## config.mk

```make
export PLATFORM = sky130hd
export DESIGN_NAME = multicycle_ctrl_flat
export DESIGN_NICKNAME = d
export VERILOG_FILES = /design/src/rtl/multicycle_ctrl_pkg.sv /design/src/rtl/multicycle_ctrl_if.sv /design/src/rtl/multicycle_ctrl.sv /design/src/flat_wrapper.sv
export SDC_FILE = /design/constraint.sdc
export NUM_CORES = 1
export LEC_CHECK = 0
export CAP_MARGIN = 20
export CORE_AREA = 2 2 39 41
export DETAILED_ROUTE_END_ITERATION = 7
export DIE_AREA = 0 0 41 43
export GPL_TIMING_DRIVEN = 0
export HOLD_SLACK_MARGIN = 0.12
export PLACE_DENSITY = 0.77
export SYNTH_ARGS = -nofsm -noshare
export SYNTH_HDL_FRONTEND = slang
export SYNTH_SLANG_ARGS = --single-unit
```

## constraint.sdc

```tcl
create_clock -name clk -period 3.2 [get_ports clk]
set_clock_uncertainty 0.05 [all_clocks]
set_input_delay 0.32 -clock clk [delete_from_list [all_inputs] [get_ports clk]]
set_output_delay 0.32 -clock clk [all_outputs]
set_load 0.01 [all_outputs]
```

## src/rtl/multicycle_ctrl_pkg.sv

```systemverilog
// multicycle_ctrl_pkg: ALU class codes and opcode constants shared by the controller and its datapath
package multicycle_ctrl_pkg;
    typedef logic [1:0] aluop_t;
    localparam aluop_t ALU_LOAD   = 2'b00;
    localparam aluop_t ALU_STORE  = 2'b01;
    localparam aluop_t ALU_BRANCH = 2'b10;
    localparam aluop_t ALU_R      = 2'b11;
    localparam logic [6:0] OP_R      = 7'b0110011;
    localparam logic [6:0] OP_I      = 7'b0010011;
    localparam logic [6:0] OP_LOAD   = 7'b0000011;
    localparam logic [6:0] OP_STORE  = 7'b0100011;
    localparam logic [6:0] OP_BRANCH = 7'b1100011;
endpackage

```

## src/rtl/multicycle_ctrl_if.sv

```systemverilog
// multicycle_ctrl_if: controller <-> datapath/memory signal bundle; master is the controller
interface multicycle_ctrl_if;
    logic                         run;
    logic [6:0]                   opcode;
    logic                         mem_ready;
    logic                         mem_read;
    logic                         mem_write;
    logic                         ir_write;
    logic                         pc_write;
    logic                         pc_write_cond;
    logic                         reg_write;
    logic                         mem_to_reg;
    logic                         alusrc_a;
    logic                         alusrc_b;
    multicycle_ctrl_pkg::aluop_t  aluop;
    logic                         instr_done;
    logic                         illegal_instr;
    logic [3:0]                   state;
    modport master (
        input  run, opcode, mem_ready,
        output mem_read, mem_write, ir_write, pc_write, pc_write_cond, reg_write,
               mem_to_reg, alusrc_a, alusrc_b, aluop, instr_done, illegal_instr, state
    );
    modport slave (
        output run, opcode, mem_ready,
        input  mem_read, mem_write, ir_write, pc_write, pc_write_cond, reg_write,
               mem_to_reg, alusrc_a, alusrc_b, aluop, instr_done, illegal_instr, state
    );
endinterface

```

## src/rtl/multicycle_ctrl.sv

```systemverilog
// multicycle_ctrl: multicycle CPU control FSM; CTRL_PERF_CNT_EN adds cycle/instret counters
module multicycle_ctrl
    import multicycle_ctrl_pkg::*;
#(
    parameter bit RESET_PC_HOLD = 1'b0
) (
    input  logic              clk,
    input  logic              rst_n,
    multicycle_ctrl_if.master bus
`ifdef CTRL_PERF_CNT_EN
    ,
    output logic [31:0]       cycle_cnt,
    output logic [31:0]       instret_cnt
`endif
);
    typedef enum logic [3:0] {
        IDLE, FETCH, DECODE, EXEC_R, EXEC_I, MEM_ADDR,
        MEM_RD, MEM_WR, WB_ALU, WB_MEM, BRANCH, TRAP
    } state_t;

    state_t cur, nxt;
    logic   run_q, go, done, next_instr;
    state_t after;

    assign go    = RESET_PC_HOLD ? bus.run & ~run_q : bus.run;
    assign after = bus.run ? FETCH : IDLE;

    // next-state selection; run only gates the return to FETCH, never aborts an instruction
    always_comb begin
        nxt = cur;
        case (cur)
            IDLE:     nxt = go ? FETCH : IDLE;
            FETCH:    nxt = bus.mem_ready ? DECODE : FETCH;
            DECODE:   nxt = (bus.opcode == OP_R) ? EXEC_R :
                            (bus.opcode == OP_I) ? EXEC_I :
                            (bus.opcode == OP_LOAD || bus.opcode == OP_STORE) ? MEM_ADDR :
                            (bus.opcode == OP_BRANCH) ? BRANCH : TRAP;
            EXEC_R,
            EXEC_I:   nxt = WB_ALU;
            MEM_ADDR: nxt = (bus.opcode == OP_LOAD) ? MEM_RD : MEM_WR;
            MEM_RD:   nxt = bus.mem_ready ? WB_MEM : MEM_RD;
            MEM_WR:   nxt = bus.mem_ready ? after : MEM_WR;
            WB_ALU,
            WB_MEM,
            BRANCH,
            TRAP:     nxt = after;
            default:  nxt = IDLE;
        endcase
    end

    // state register; async reset parks in IDLE so every strobe drops at once
    always_ff @(posedge clk or negedge rst_n) begin
        if (!rst_n) begin
            cur   <= IDLE;
            run_q <= 1'b0;
        end else begin
            cur   <= nxt;
            run_q <= bus.run;
        end
    end

    assign done       = cur == WB_ALU || cur == WB_MEM || cur == BRANCH || (cur == MEM_WR && bus.mem_ready);
    assign next_instr = cur == FETCH && bus.mem_ready;

    assign bus.state         = cur;
    assign bus.mem_read      = cur == FETCH || cur == MEM_RD;
    assign bus.mem_write     = cur == MEM_WR;
    assign bus.ir_write      = next_instr;
    assign bus.pc_write      = next_instr;
    assign bus.pc_write_cond = cur == BRANCH;
    assign bus.reg_write     = cur == WB_ALU || cur == WB_MEM;
    assign bus.mem_to_reg    = cur == WB_MEM;
    assign bus.alusrc_a      = cur == EXEC_R || cur == EXEC_I || cur == MEM_ADDR || cur == BRANCH;
    assign bus.alusrc_b      = cur == EXEC_I || cur == MEM_ADDR;
    assign bus.aluop         = (cur == EXEC_R || cur == EXEC_I) ? ALU_R :
                               (cur == MEM_ADDR) ? ((bus.opcode == OP_STORE) ? ALU_STORE : ALU_LOAD) :
                               (cur == BRANCH) ? ALU_BRANCH : ALU_LOAD;
    assign bus.instr_done    = done;
    assign bus.illegal_instr = cur == TRAP;

`ifdef CTRL_PERF_CNT_EN
    // busy-cycle and retired-instruction counters, free-running with natural wrap
    always_ff @(posedge clk or negedge rst_n) begin
        if (!rst_n) begin
            cycle_cnt   <= '0;
            instret_cnt <= '0;
        end else begin
            if (cur != IDLE) cycle_cnt <= cycle_cnt + 32'd1;
            if (done) instret_cnt <= instret_cnt + 32'd1;
        end
    end
`endif
endmodule

```

## src/flat_wrapper.sv

```systemverilog
// flat-port wrapper written by rule: the top's interface ports become plain ports
module multicycle_ctrl_flat import multicycle_ctrl_pkg::*;
#(
    parameter bit RESET_PC_HOLD = 1'b0
)
  (clk, rst_n, bus_run, bus_opcode, bus_mem_ready, bus_mem_read, bus_mem_write, bus_ir_write, bus_pc_write, bus_pc_write_cond, bus_reg_write, bus_mem_to_reg, bus_alusrc_a, bus_alusrc_b, bus_aluop, bus_instr_done, bus_illegal_instr, bus_state);
  multicycle_ctrl_if bus_i ();
  input  logic clk;
  input  logic rst_n;
  input wire logic [$bits(bus_i.run)-1:0] bus_run;
  input wire logic [$bits(bus_i.opcode)-1:0] bus_opcode;
  input wire logic [$bits(bus_i.mem_ready)-1:0] bus_mem_ready;
  output wire logic [$bits(bus_i.mem_read)-1:0] bus_mem_read;
  output wire logic [$bits(bus_i.mem_write)-1:0] bus_mem_write;
  output wire logic [$bits(bus_i.ir_write)-1:0] bus_ir_write;
  output wire logic [$bits(bus_i.pc_write)-1:0] bus_pc_write;
  output wire logic [$bits(bus_i.pc_write_cond)-1:0] bus_pc_write_cond;
  output wire logic [$bits(bus_i.reg_write)-1:0] bus_reg_write;
  output wire logic [$bits(bus_i.mem_to_reg)-1:0] bus_mem_to_reg;
  output wire logic [$bits(bus_i.alusrc_a)-1:0] bus_alusrc_a;
  output wire logic [$bits(bus_i.alusrc_b)-1:0] bus_alusrc_b;
  output wire logic [$bits(bus_i.aluop)-1:0] bus_aluop;
  output wire logic [$bits(bus_i.instr_done)-1:0] bus_instr_done;
  output wire logic [$bits(bus_i.illegal_instr)-1:0] bus_illegal_instr;
  output wire logic [$bits(bus_i.state)-1:0] bus_state;
  assign bus_i.run = bus_run;
  assign bus_i.opcode = bus_opcode;
  assign bus_i.mem_ready = bus_mem_ready;
  assign bus_mem_read = bus_i.mem_read;
  assign bus_mem_write = bus_i.mem_write;
  assign bus_ir_write = bus_i.ir_write;
  assign bus_pc_write = bus_i.pc_write;
  assign bus_pc_write_cond = bus_i.pc_write_cond;
  assign bus_reg_write = bus_i.reg_write;
  assign bus_mem_to_reg = bus_i.mem_to_reg;
  assign bus_alusrc_a = bus_i.alusrc_a;
  assign bus_alusrc_b = bus_i.alusrc_b;
  assign bus_aluop = bus_i.aluop;
  assign bus_instr_done = bus_i.instr_done;
  assign bus_illegal_instr = bus_i.illegal_instr;
  assign bus_state = bus_i.state;
  multicycle_ctrl #(.RESET_PC_HOLD(RESET_PC_HOLD)) u_core (.clk(clk), .rst_n(rst_n), .bus(bus_i));
endmodule
```

=== Word level (Yosys, flattened, before mapping) ===
Cells that the tools add are included.

* Add/sub/neg operators: 0
* Multiply operators: 0
* Divide/modulo/power cells: 0
* $lt $le $gt $ge: 0
* Equal/unequal tests: 16
* Shifts and indexed selects: 0
* Muxes and demuxes: 14
* Bitwise operators: 0
* Reductions and logical operators: 14

{| class="wikitable"
|+ Operators with widths
! kind !! number
|-
| $pmux 4 s7 || 1
|-
| $mux 4 || 5
|-
| $eq 4x3->1 const B || 4
|-
| $eq 4x4->1 const B || 4
|-
| $eq 7x6->1 const B || 2
|-
| $logic_or 1x1->1 || 9
|-
| $eq 4x2->1 const B || 2
|-
| $mux 2 || 4
|-
| $eq 7x2->1 const B || 1
|-
| $eq 7x5->1 const B || 1
|-
| $eq 7x7->1 const B || 1
|-
| $reduce_or 5->1 || 1
|-
| $eq 4x1->1 const B || 1
|-
| $logic_not 4->1 || 1
|-
| $mux 1 || 4
|-
| $logic_and 1x1->1 || 2
|-
| $reduce_or 2->1 || 1
|}

* Flip-flop bits (word level): 4
* Latch bits: 0
* RAM bits: 0
* Memory bits (read-only): 0
* Input port bits: 11
* Memories: 0

=== Depth between registers and ports, before layout ===
Gate-level depths: netlist of run 1.

* Word-level depth: 6
* Gate-level depth with buffers: 5
* Mapped depth without buffers: 4

=== Worst setup path before layout of run 1 ===
No wires, ideal clock.

* Path type: flip-flop to output port
* Start: register u_core.cur[1], in the netlist u_core.bus.state[1]
* End: output port bus_alusrc_a
* Data arrival time: 1.324 ns
* Required time: 2.830 ns
* Path slack: 1.506 ns
* Stages on the path, launching flop included: 6
* Buffers on the path: 2
* Cell sequence: dfrtp_1 -> buf_2 -> buf_2 -> nor2_1 -> a21oi_1 -> o221ai_1

* Word-level cells in the longest chain between the ends: 4

{| class="wikitable"
|+ Ends and longest elaborated chain
! element !! RTL line !! RTL
|-
| from (decl) || multicycle_ctrl.sv:21 || <nowiki>state_t cur, nxt;</nowiki>
|-
| from (signal assigned) || multicycle_ctrl.sv:57 || <nowiki>cur <= nxt;</nowiki>
|-
| $eq 4x2->1 or $eq 4x3->1 (tied branches) || multicycle_ctrl.sv:73 || <nowiki>assign bus.alusrc_a = cur == EXEC_R || cur == EXEC_I || cur == MEM_ADDR || cur == BRANCH;</nowiki>
|-
| $logic_or 1x1->1 (2 in series) || multicycle_ctrl.sv:73 ||
|-
| $logic_or 1x1->1 (*) || multicycle_ctrl.sv:73 ||
|-
| to (decl) || flat_wrapper.sv:20 || <nowiki>output wire logic [$bits(bus_i.alusrc_a)-1:0] bus_alusrc_a;</nowiki>
|}

Every way passes the cells marked *; elsewhere a longest branch is shown, timed or not.

=== Worst setup path in the final report of run 1 ===
* Start: register u_core.cur[3], in the netlist u_core.bus.state[3]
* End: output port bus_alusrc_a

The elaborated chain is that of the path after synthesis.

==> impl_metrics.xml, run 1 <==
<?xml version="1.0" encoding="UTF-8"?>
<metrics>
  <group name="run_status">
    <metric name="status" unit="">finished clean</metric>
  </group>
  <group name="power">
    <metric name="power.switching" unit="W">0.0002491</metric>
    <metric name="p_leak" unit="nW">0.3168</metric>
    <metric name="powerDensity" unit="nW/um^2">737.7</metric>
    <metric name="pwr-share-comb" unit="%">75.5</metric>
    <metric name="clockPowerShare" unit="%">10.1</metric>
    <metric name="p_int" unit="W">0.0003361</metric>
    <metric name="power_frac_seq" unit="%">14.4</metric>
    <metric name="switching_share" unit="%">42.57</metric>
    <metric name="ir_drop" unit="uV">354.4</metric>
  </group>
  <group name="cts">
    <metric name="post_cts_resize_count" unit="">0</metric>
    <metric name="htreeDepth" unit="">1</metric>
    <metric name="path_clk_slew" unit="ns">0.03</metric>
    <metric name="ctsHoldBuffers" unit="">0</metric>
    <metric name="cts.repair_timing.setup_buffer_count" unit="">0</metric>
    <metric name="clk-insertion-delay-late" unit="ns">0.23</metric>
    <metric name="cts_root_buffer" unit="">sky130_fd_sc_hd__clkbuf_4</metric>
    <metric name="cts_tree" unit="">yes</metric>
    <metric name="cts.sink_count" unit="">4</metric>
    <metric name="cts_max_path_buffers" unit="">2</metric>
    <metric name="tritoncts.num_buffers" unit="">3</metric>
  </group>
  <group name="layout">
    <metric name="number_of_nets_in_the_layout" unit="">112</metric>
    <metric name="largest_reg_flops" unit="">4</metric>
    <metric name="drive_gt1_share" unit="%">8.081</metric>
    <metric name="antennaDiodeCount" unit="">0</metric>
    <metric name="layout-area-overhead-vs-synth" unit="%">65.10</metric>
    <metric name="final_util" unit="%">57.32</metric>
  </group>
  <group name="setup_path">
    <metric name="r2r.worst_path.cells" unit="">5</metric>
    <metric name="reg2reg_slack" unit="ns">1.70</metric>
    <metric name="cp.required" unit="ns">2.83</metric>
    <metric name="critical_path.endpoint_type" unit="">primary output</metric>
    <metric name="critical_path.reg2reg.startpoint" unit="">u_core.bus.state[0]$_DFF_PN0_</metric>
    <metric name="cp_max_fo" unit="">10</metric>
    <metric name="setup.worst_path.start_class" unit="">register</metric>
    <metric name="timing.setup.critical_path_class" unit="">reg2out</metric>
    <metric name="timing.rr.end" unit="">u_core.bus.state[0]$_DFF_PN0_</metric>
    <metric name="worstPathArrival" unit="ns">2.03</metric>
  </group>
  <group name="global_route">
    <metric name="grt_pass1_vias" unit="">535</metric>
    <metric name="groute.usage.overall" unit="%">18.48</metric>
    <metric name="grt_max_degree" unit="">11</metric>
    <metric name="antenna_violations_before_repair" unit="">0</metric>
    <metric name="grt_overflow" unit="">0</metric>
    <metric name="global_route_wire_length_before_repair" unit="um">2256</metric>
  </group>
  <group name="drt">
    <metric name="finalWirelength" unit="um">1351</metric>
    <metric name="drt_drc_violations_left" unit="">0</metric>
    <metric name="drt_first_iter_violations" unit="">7</metric>
    <metric name="first_pass_iters" unit="">4</metric>
    <metric name="final_antenna_net_count" unit="">0</metric>
    <metric name="via_per_inst" unit="">5.322</metric>
    <metric name="wl_per_cell" unit="um">11.75</metric>
    <metric name="routed-via-count" unit="">612</metric>
  </group>
  <group name="logic_synthesis">
    <metric name="mean_syn_cell_area" unit="sq um">6.963</metric>
    <metric name="asyncSetResetFlopFracSynth" unit="%">100.0</metric>
    <metric name="yosysMostFrequentCell" unit="">sky130_fd_sc_hd__nor2_1</metric>
    <metric name="biggest_area_contributors_in_the_synthesized_netlist" unit="">sky130_fd_sc_hd__dfrtp_1, sky130_fd_sc_hd__nor2_1, sky130_fd_sc_hd__nor3_1</metric>
    <metric name="synth.cells.most_frequent" unit="">sky130_fd_sc_hd__nor2_1, sky130_fd_sc_hd__nor3_1, sky130_fd_sc_hd__a21oi_1</metric>
    <metric name="ys_types" unit="">32</metric>
    <metric name="synthFlopType" unit="">sky130_fd_sc_hd__dfrtp_1</metric>
    <metric name="synth_seq_area_share" unit="%">20.83</metric>
    <metric name="synth_nets" unit="">80</metric>
    <metric name="post-synth-top-area-fraction" unit="%">20.83</metric>
    <metric name="synth_top_area_cell" unit="">sky130_fd_sc_hd__dfrtp_1</metric>
    <metric name="synth_enable_flop_cells" unit="">0</metric>
    <metric name="ys_warn_count" unit="">0</metric>
    <metric name="area_of_the_mapped_netlist" unit="sq um">480.5</metric>
    <metric name="syn-instance-count" unit="">69</metric>
    <metric name="synth_seq_cells" unit="">4</metric>
  </group>
  <group name="die">
    <metric name="floorplan.io_pins" unit="">28</metric>
    <metric name="die_x_extent" unit="um">41</metric>
    <metric name="design.core.area" unit="sq um">1384</metric>
    <metric name="dieArea" unit="sq um">1763</metric>
    <metric name="core.rowCount" unit="">14</metric>
    <metric name="initial_core_util" unit="%">34.72</metric>
    <metric name="die_height" unit="um">43</metric>
  </group>
  <group name="flow_run">
    <metric name="drv_cap" unit="">0</metric>
  </group>
  <group name="hold_path">
    <metric name="worstHoldPathType" unit="">in2async</metric>
  </group>
  <group name="sta">
    <metric name="timing.final.setup_violations" unit="">0</metric>
    <metric name="relSlewSlack" unit="%">75.74</metric>
    <metric name="fmaxAchievable" unit="MHz">416.0</metric>
    <metric name="postLayoutSetupSlackWorst" unit="ns">0.7960</metric>
    <metric name="post-route-min-period" unit="ns">2.404</metric>
    <metric name="worstMarginPinSlew" unit="ns">0.3639</metric>
    <metric name="timing.final.hold_violations" unit="">0</metric>
    <metric name="slew_viol_final" unit="">0</metric>
    <metric name="rsz0062_at_grt" unit="">no</metric>
    <metric name="whs" unit="ns">0.2388</metric>
    <metric name="finalSetupTns" unit="ns">0</metric>
    <metric name="layout_worst_path_cycle_share" unit="%">75.12</metric>
  </group>
  <group name="placed_design">
    <metric name="detailedPlace.worstSlack" unit="ns">0.8033</metric>
    <metric name="io_buffer_count" unit="">27</metric>
    <metric name="dpl.hpwl" unit="um">1109</metric>
    <metric name="gpl.final_weighted_congestion" unit="">0.7903</metric>
  </group>
</metrics>
-- per-stage QoR --
stage	instance area [sq um]	instances	power, W
floorplan	480.5	69	0.0003358
global placement	770.7	112	0.0005250
detailed placement	770.7	112	0.0005293
CTS	793.3	115	0.0005933
global route	793.3	115	0.0006429
finish	793.3	115	0.0005852
-- placed cells by master (no fill, tap or decap), types with 2 or more instances in the layout --
cell,synthesis,routed
sky130_fd_sc_hd__dfrtp_1,4,4
sky130_fd_sc_hd__o21ai_1,3,3
sky130_fd_sc_hd__nor3_1,6,6
sky130_fd_sc_hd__nor2_1,10,10
sky130_fd_sc_hd__buf_2,3,3
sky130_fd_sc_hd__nor2b_1,4,4
sky130_fd_sc_hd__o21ai_0,2,2
sky130_fd_sc_hd__nand2b_1,4,4
sky130_fd_sc_hd__clkbuf_4,0,3
sky130_fd_sc_hd__nand2_1,4,4
sky130_fd_sc_hd__nand4bb_1,2,2
sky130_fd_sc_hd__buf_4,2,2
sky130_fd_sc_hd__a21oi_1,5,5
sky130_fd_sc_hd__clkdlybuf4s50_1,0,27
-- how the worst max path moves through the flow --
stage / startpoint / cells past startpoint / endpoint / slack (ns)
global placement: bus_opcode[2] / 6 / bus_aluop[0] / 0.84
detailed placement: bus_opcode[2] / 6 / bus_aluop[0] / 0.80
floorplan: u_core.bus.state[1]$_DFF_PN0_ / 5 / bus_alusrc_a / 1.51
CTS: u_core.bus.state[3]$_DFF_PN0_ / 5 / bus_alusrc_a / 0.79
global route: u_core.bus.state[3]$_DFF_PN0_ / 5 / bus_alusrc_a / 0.65
finish: u_core.bus.state[3]$_DFF_PN0_ / 5 / bus_alusrc_a / 0.80
-- power by group through the flow --
stage                     clock (W)  combinational [W]  sequential (W)
after floorplan                   0           0.000244       0.0000914
after global placement            0           0.000440       0.0000846
after CTS                 0.0000641           0.000444       0.0000849
after detailed placement          0           0.000444       0.0000855
final                     0.0000591           0.000442       0.0000844
after global routing      0.0000648           0.000489       0.0000893
-- cell families (layout without fill, tap and decap cells) --
group           Yosys count  in the layout  share of synthesized area [%]
compound gates           22             22                          29.95
flops                     4              4                          20.83
simple gates             36             36                          41.41
buf+inv                   7             37                          7.809
-- worst max-delay path, cell delays in order (launching register included) --
cell,delay [ns]
sky130_fd_sc_hd__dfrtp_1,0.40
sky130_fd_sc_hd__clkbuf_1,0.33
sky130_fd_sc_hd__nor2b_1,0.23
sky130_fd_sc_hd__a21oi_1,0.11
sky130_fd_sc_hd__o221ai_1,0.18
sky130_fd_sc_hd__clkdlybuf4s50_1,0.56
-- area by class of cell --
cell class / instances / area (sq um)
inverters: 1 / 3.754
repair buffers: 27 / 270.3
multi-input cells: 58 / 342.8
plain buffers: 6 / 33.78
well taps: 16 / 20.02
clock buffers: 3 / 22.52
flip-flops and latches: 4 / 100.1
fillers: 149 / 590.6
-- routing by layer --
| layer | track usage [%] | share of wire [%] | wire (um) | up-vias |
|---|---|---|---|---|
| li1 | - | - | - | 313 |
| met1 | 23.61 | 43 | 582 | 278 |
| met2 | 28.75 | 52 | 707 | 21 |
| met3 | 3.141 | 4.5 | 61 | 0 |
| met4 | 8.667 | 0 | 0 | 0 |
| met5 | 0 | 0 | 0 | - |
No activity file was read; power rests on OpenSTA's default activity.
==> run 2: changes to the inputs <==
--- a/config.mk
+++ b/config.mk
@@ -6,9 +6,9 @@
 export NUM_CORES = 1
 export LEC_CHECK = 0
 export CAP_MARGIN = 20
-export CORE_AREA = 2 2 39 41
+export CORE_MARGIN = 2
+export CORE_UTILIZATION = 36
 export DETAILED_ROUTE_END_ITERATION = 7
-export DIE_AREA = 0 0 41 43
 export GPL_TIMING_DRIVEN = 0
 export HOLD_SLACK_MARGIN = 0.12
 export PLACE_DENSITY = 0.77
==> constraint.sdc (replaced) <==
create_clock -name clk -period 2.5 [get_ports clk]
set_clock_uncertainty 0.05 [all_clocks]
set_input_delay 0.25 -clock clk [delete_from_list [all_inputs] [get_ports clk]]
set_output_delay 0.25 -clock clk [all_outputs]
set_load 0.01 [all_outputs]
==> run 2 against run 1 <==
  * Critical path depth unchanged
  * Core utilization grew 5.1 points
  * Sequential cell count stayed put
  * Die area is 6.8% lower
  * Final cell count fell by 0.87%
  * Via count is 2.8% higher
  * Final area decreased by 0.16%
  * Sequential share of layout area about the same
  * Non-clock buffer count stayed put
==> impl_metrics.xml, run 2 (synthesis results as in run 1) <==
<?xml version="1.0" encoding="UTF-8"?>
<metrics>
  <group name="cts">
    <metric name="cts.repair_timing.setup_buffer_count" unit="">0</metric>
    <metric name="path_clk_slew" unit="ns">0.04</metric>
    <metric name="cts.sink_count" unit="">4</metric>
    <metric name="cts_tree" unit="">yes</metric>
    <metric name="htreeDepth" unit="">1</metric>
    <metric name="clk-insertion-delay-late" unit="ns">0.23</metric>
    <metric name="tritoncts.num_buffers" unit="">3</metric>
    <metric name="cts_max_path_buffers" unit="">2</metric>
    <metric name="cts_root_buffer" unit="">sky130_fd_sc_hd__clkbuf_4</metric>
    <metric name="post_cts_resize_count" unit="">0</metric>
    <metric name="ctsHoldBuffers" unit="">0</metric>
  </group>
  <group name="die">
    <metric name="core.rowCount" unit="">13</metric>
    <metric name="die_x_extent" unit="um">40.53</metric>
    <metric name="die_height" unit="um">40.53</metric>
    <metric name="initial_core_util" unit="%">37.87</metric>
    <metric name="floorplan.io_pins" unit="">28</metric>
    <metric name="design.core.area" unit="sq um">1269</metric>
    <metric name="dieArea" unit="sq um">1643</metric>
  </group>
  <group name="drt">
    <metric name="highest-signal-layer" unit="">met3</metric>
    <metric name="met3_wirelength" unit="um">81</metric>
    <metric name="routed-via-count" unit="">629</metric>
    <metric name="drt_first_iter_violations" unit="">13</metric>
    <metric name="met1Wirelength" unit="um">659</metric>
    <metric name="first_pass_iters" unit="">4</metric>
    <metric name="wl_met2" unit="um">700</metric>
    <metric name="wl_per_cell" unit="um">12.64</metric>
    <metric name="drt_drc_violations_left" unit="">0</metric>
    <metric name="finalWirelength" unit="um">1441</metric>
    <metric name="via_per_inst" unit="">5.518</metric>
    <metric name="final_antenna_net_count" unit="">0</metric>
  </group>
  <group name="layout">
    <metric name="final_util" unit="%">62.43</metric>
    <metric name="final_common_cell" unit="">sky130_fd_sc_hd__clkdlybuf4s50_1</metric>
    <metric name="antennaDiodeCount" unit="">0</metric>
    <metric name="drive_gt1_share" unit="%">8.081</metric>
    <metric name="most-common-layout-cells" unit="">sky130_fd_sc_hd__clkdlybuf4s50_1, sky130_fd_sc_hd__nor2_1, sky130_fd_sc_hd__nor3_1, sky130_fd_sc_hd__a21oi_1</metric>
    <metric name="number_of_nets_in_the_layout" unit="">112</metric>
    <metric name="layout-area-overhead-vs-synth" unit="%">64.84</metric>
    <metric name="largest_reg_flops" unit="">4</metric>
    <metric name="finalNonFillerCells" unit="">114</metric>
  </group>
  <group name="setup_path">
    <metric name="timing.critical_path.slowest_stage_cell" unit="">sky130_fd_sc_hd__clkdlybuf4s50_1</metric>
    <metric name="timing.rr.end" unit="">u_core.bus.state[0]$_DFF_PN0_</metric>
    <metric name="cp_max_fo" unit="">10</metric>
    <metric name="setup.worst_path.start_class" unit="">register</metric>
    <metric name="reg2reg_slack" unit="ns">0.99</metric>
    <metric name="timing.setup.critical_path_class" unit="">reg2out</metric>
    <metric name="worstPathArrival" unit="ns">2.04</metric>
    <metric name="cp.required" unit="ns">2.20</metric>
    <metric name="crit_chain" unit="">buf_1 -&gt; nor2b_1 -&gt; a21oi_1 -&gt; o221ai_1 -&gt; clkdlybuf4s50_1</metric>
    <metric name="critical-path-top-delay-family" unit="">buffers and inverters</metric>
    <metric name="critPathLaunch" unit="">u_core.bus.state[3]$_DFF_PN0_</metric>
    <metric name="path_buf_inv" unit="">2</metric>
    <metric name="crit_path_max_incr_delay" unit="ns">0.56</metric>
    <metric name="r2r.worst_path.cells" unit="">5</metric>
    <metric name="critical_path.reg2reg.startpoint" unit="">u_core.bus.state[0]$_DFF_PN0_</metric>
    <metric name="critical_path.endpoint_type" unit="">primary output</metric>
  </group>
  <group name="sta">
    <metric name="worstMarginPinSlew" unit="ns">0.3731</metric>
    <metric name="timing.final.setup_violations" unit="">0</metric>
    <metric name="timing.final.hold_violations" unit="">0</metric>
    <metric name="relSlewSlack" unit="%">75.13</metric>
    <metric name="layout_worst_path_cycle_share" unit="%">93.42</metric>
    <metric name="post-route-min-period" unit="ns">2.335</metric>
    <metric name="finalSetupTns" unit="ns">0</metric>
    <metric name="slew_viol_final" unit="">0</metric>
    <metric name="fmaxAchievable" unit="MHz">428.2</metric>
    <metric name="rsz0062_at_grt" unit="">no</metric>
  </group>
  <group name="global_route">
    <metric name="global_route_wire_length_before_repair" unit="um">2235</metric>
    <metric name="grt_pass1_vias" unit="">513</metric>
    <metric name="grt_overflow" unit="">0</metric>
    <metric name="grt_max_degree" unit="">11</metric>
    <metric name="groute.usage.overall" unit="%">20.89</metric>
    <metric name="antenna_violations_before_repair" unit="">0</metric>
  </group>
  <group name="placed_design">
    <metric name="dpl.hpwl" unit="um">1094</metric>
    <metric name="post-place-cells" unit="">111</metric>
    <metric name="io_buffer_count" unit="">27</metric>
    <metric name="gpl.final_weighted_congestion" unit="">0.8519</metric>
  </group>
  <group name="power">
    <metric name="post-layout-total-power" unit="W">0.0007597</metric>
    <metric name="ir_drop" unit="uV">521.9</metric>
    <metric name="powerDensity" unit="nW/um^2">959.2</metric>
    <metric name="p_leak" unit="nW">0.3168</metric>
  </group>
  <group name="run_status">
    <metric name="status" unit="">finished clean</metric>
  </group>
  <group name="hold_path">
    <metric name="worstHoldPathType" unit="">in2async</metric>
  </group>
  <group name="flow_run">
    <metric name="drv_cap" unit="">0</metric>
  </group>
</metrics>
-- run 2: cell count changes in the layout (fill, tap and decap cells not counted) --
cell	previous run	this run
sky130_fd_sc_hd__buf_1	0	1
sky130_fd_sc_hd__clkbuf_1	1	0
-- run 2: worst max path at each step --
stage	end	slack (ns)	cells past startpoint
5_1_grt	bus_alusrc_a	0.03	5
6_report	bus_alusrc_a	0.16	5
2_1_floorplan	bus_alusrc_a	0.88	5
3_5_place_dp	bus_aluop[0]	0.24	6
4_1_cts	bus_alusrc_a	0.16	5
3_3_place_gp	bus_aluop[0]	0.25	6
-- run 2: per-stage QoR --
step / setup WS (ns) / cell area (sq um) / hold slack (ns)
after detailed placement: 0.2396 / 769.5 / 0.4105
after CTS: 0.1641 / 792.0 / 0.1574
after floorplan: 0.8763 / 480.5 / -0.09559
final: 0.1646 / 792.0 / 0.1639
after global placement: 0.2470 / 769.5 / 0.4091
after global routing: 0.03324 / 792.0 / 0.1829
-- run 2: final cells by class --
class | count | area, sq um
repair buffers | 27 | 270.3
inverters | 1 | 3.754
plain buffers | 6 | 33.78
multi-input cells | 58 | 342.8
fillers | 121 | 476.7
clock buffers | 3 | 22.52
flip-flops and latches | 4 | 100.1
well taps | 15 | 18.77
-- run 2: power breakdown --
group	leakage [nW]	switching (W)	internal, W
Sequential	0.0516	0.0000181	0.0000891
Clock	0.0138	0.0000239	0.0000535
Combinational	0.251	0.000287	0.000288
-- run 2: metal layers --
metal  vias to the layer above  GRT usage (%)
li1                        314              -
met1                       287          26.33
met2                        28          34.13
met3                         0          3.333
met4                         0          10.00
met5                         -              0
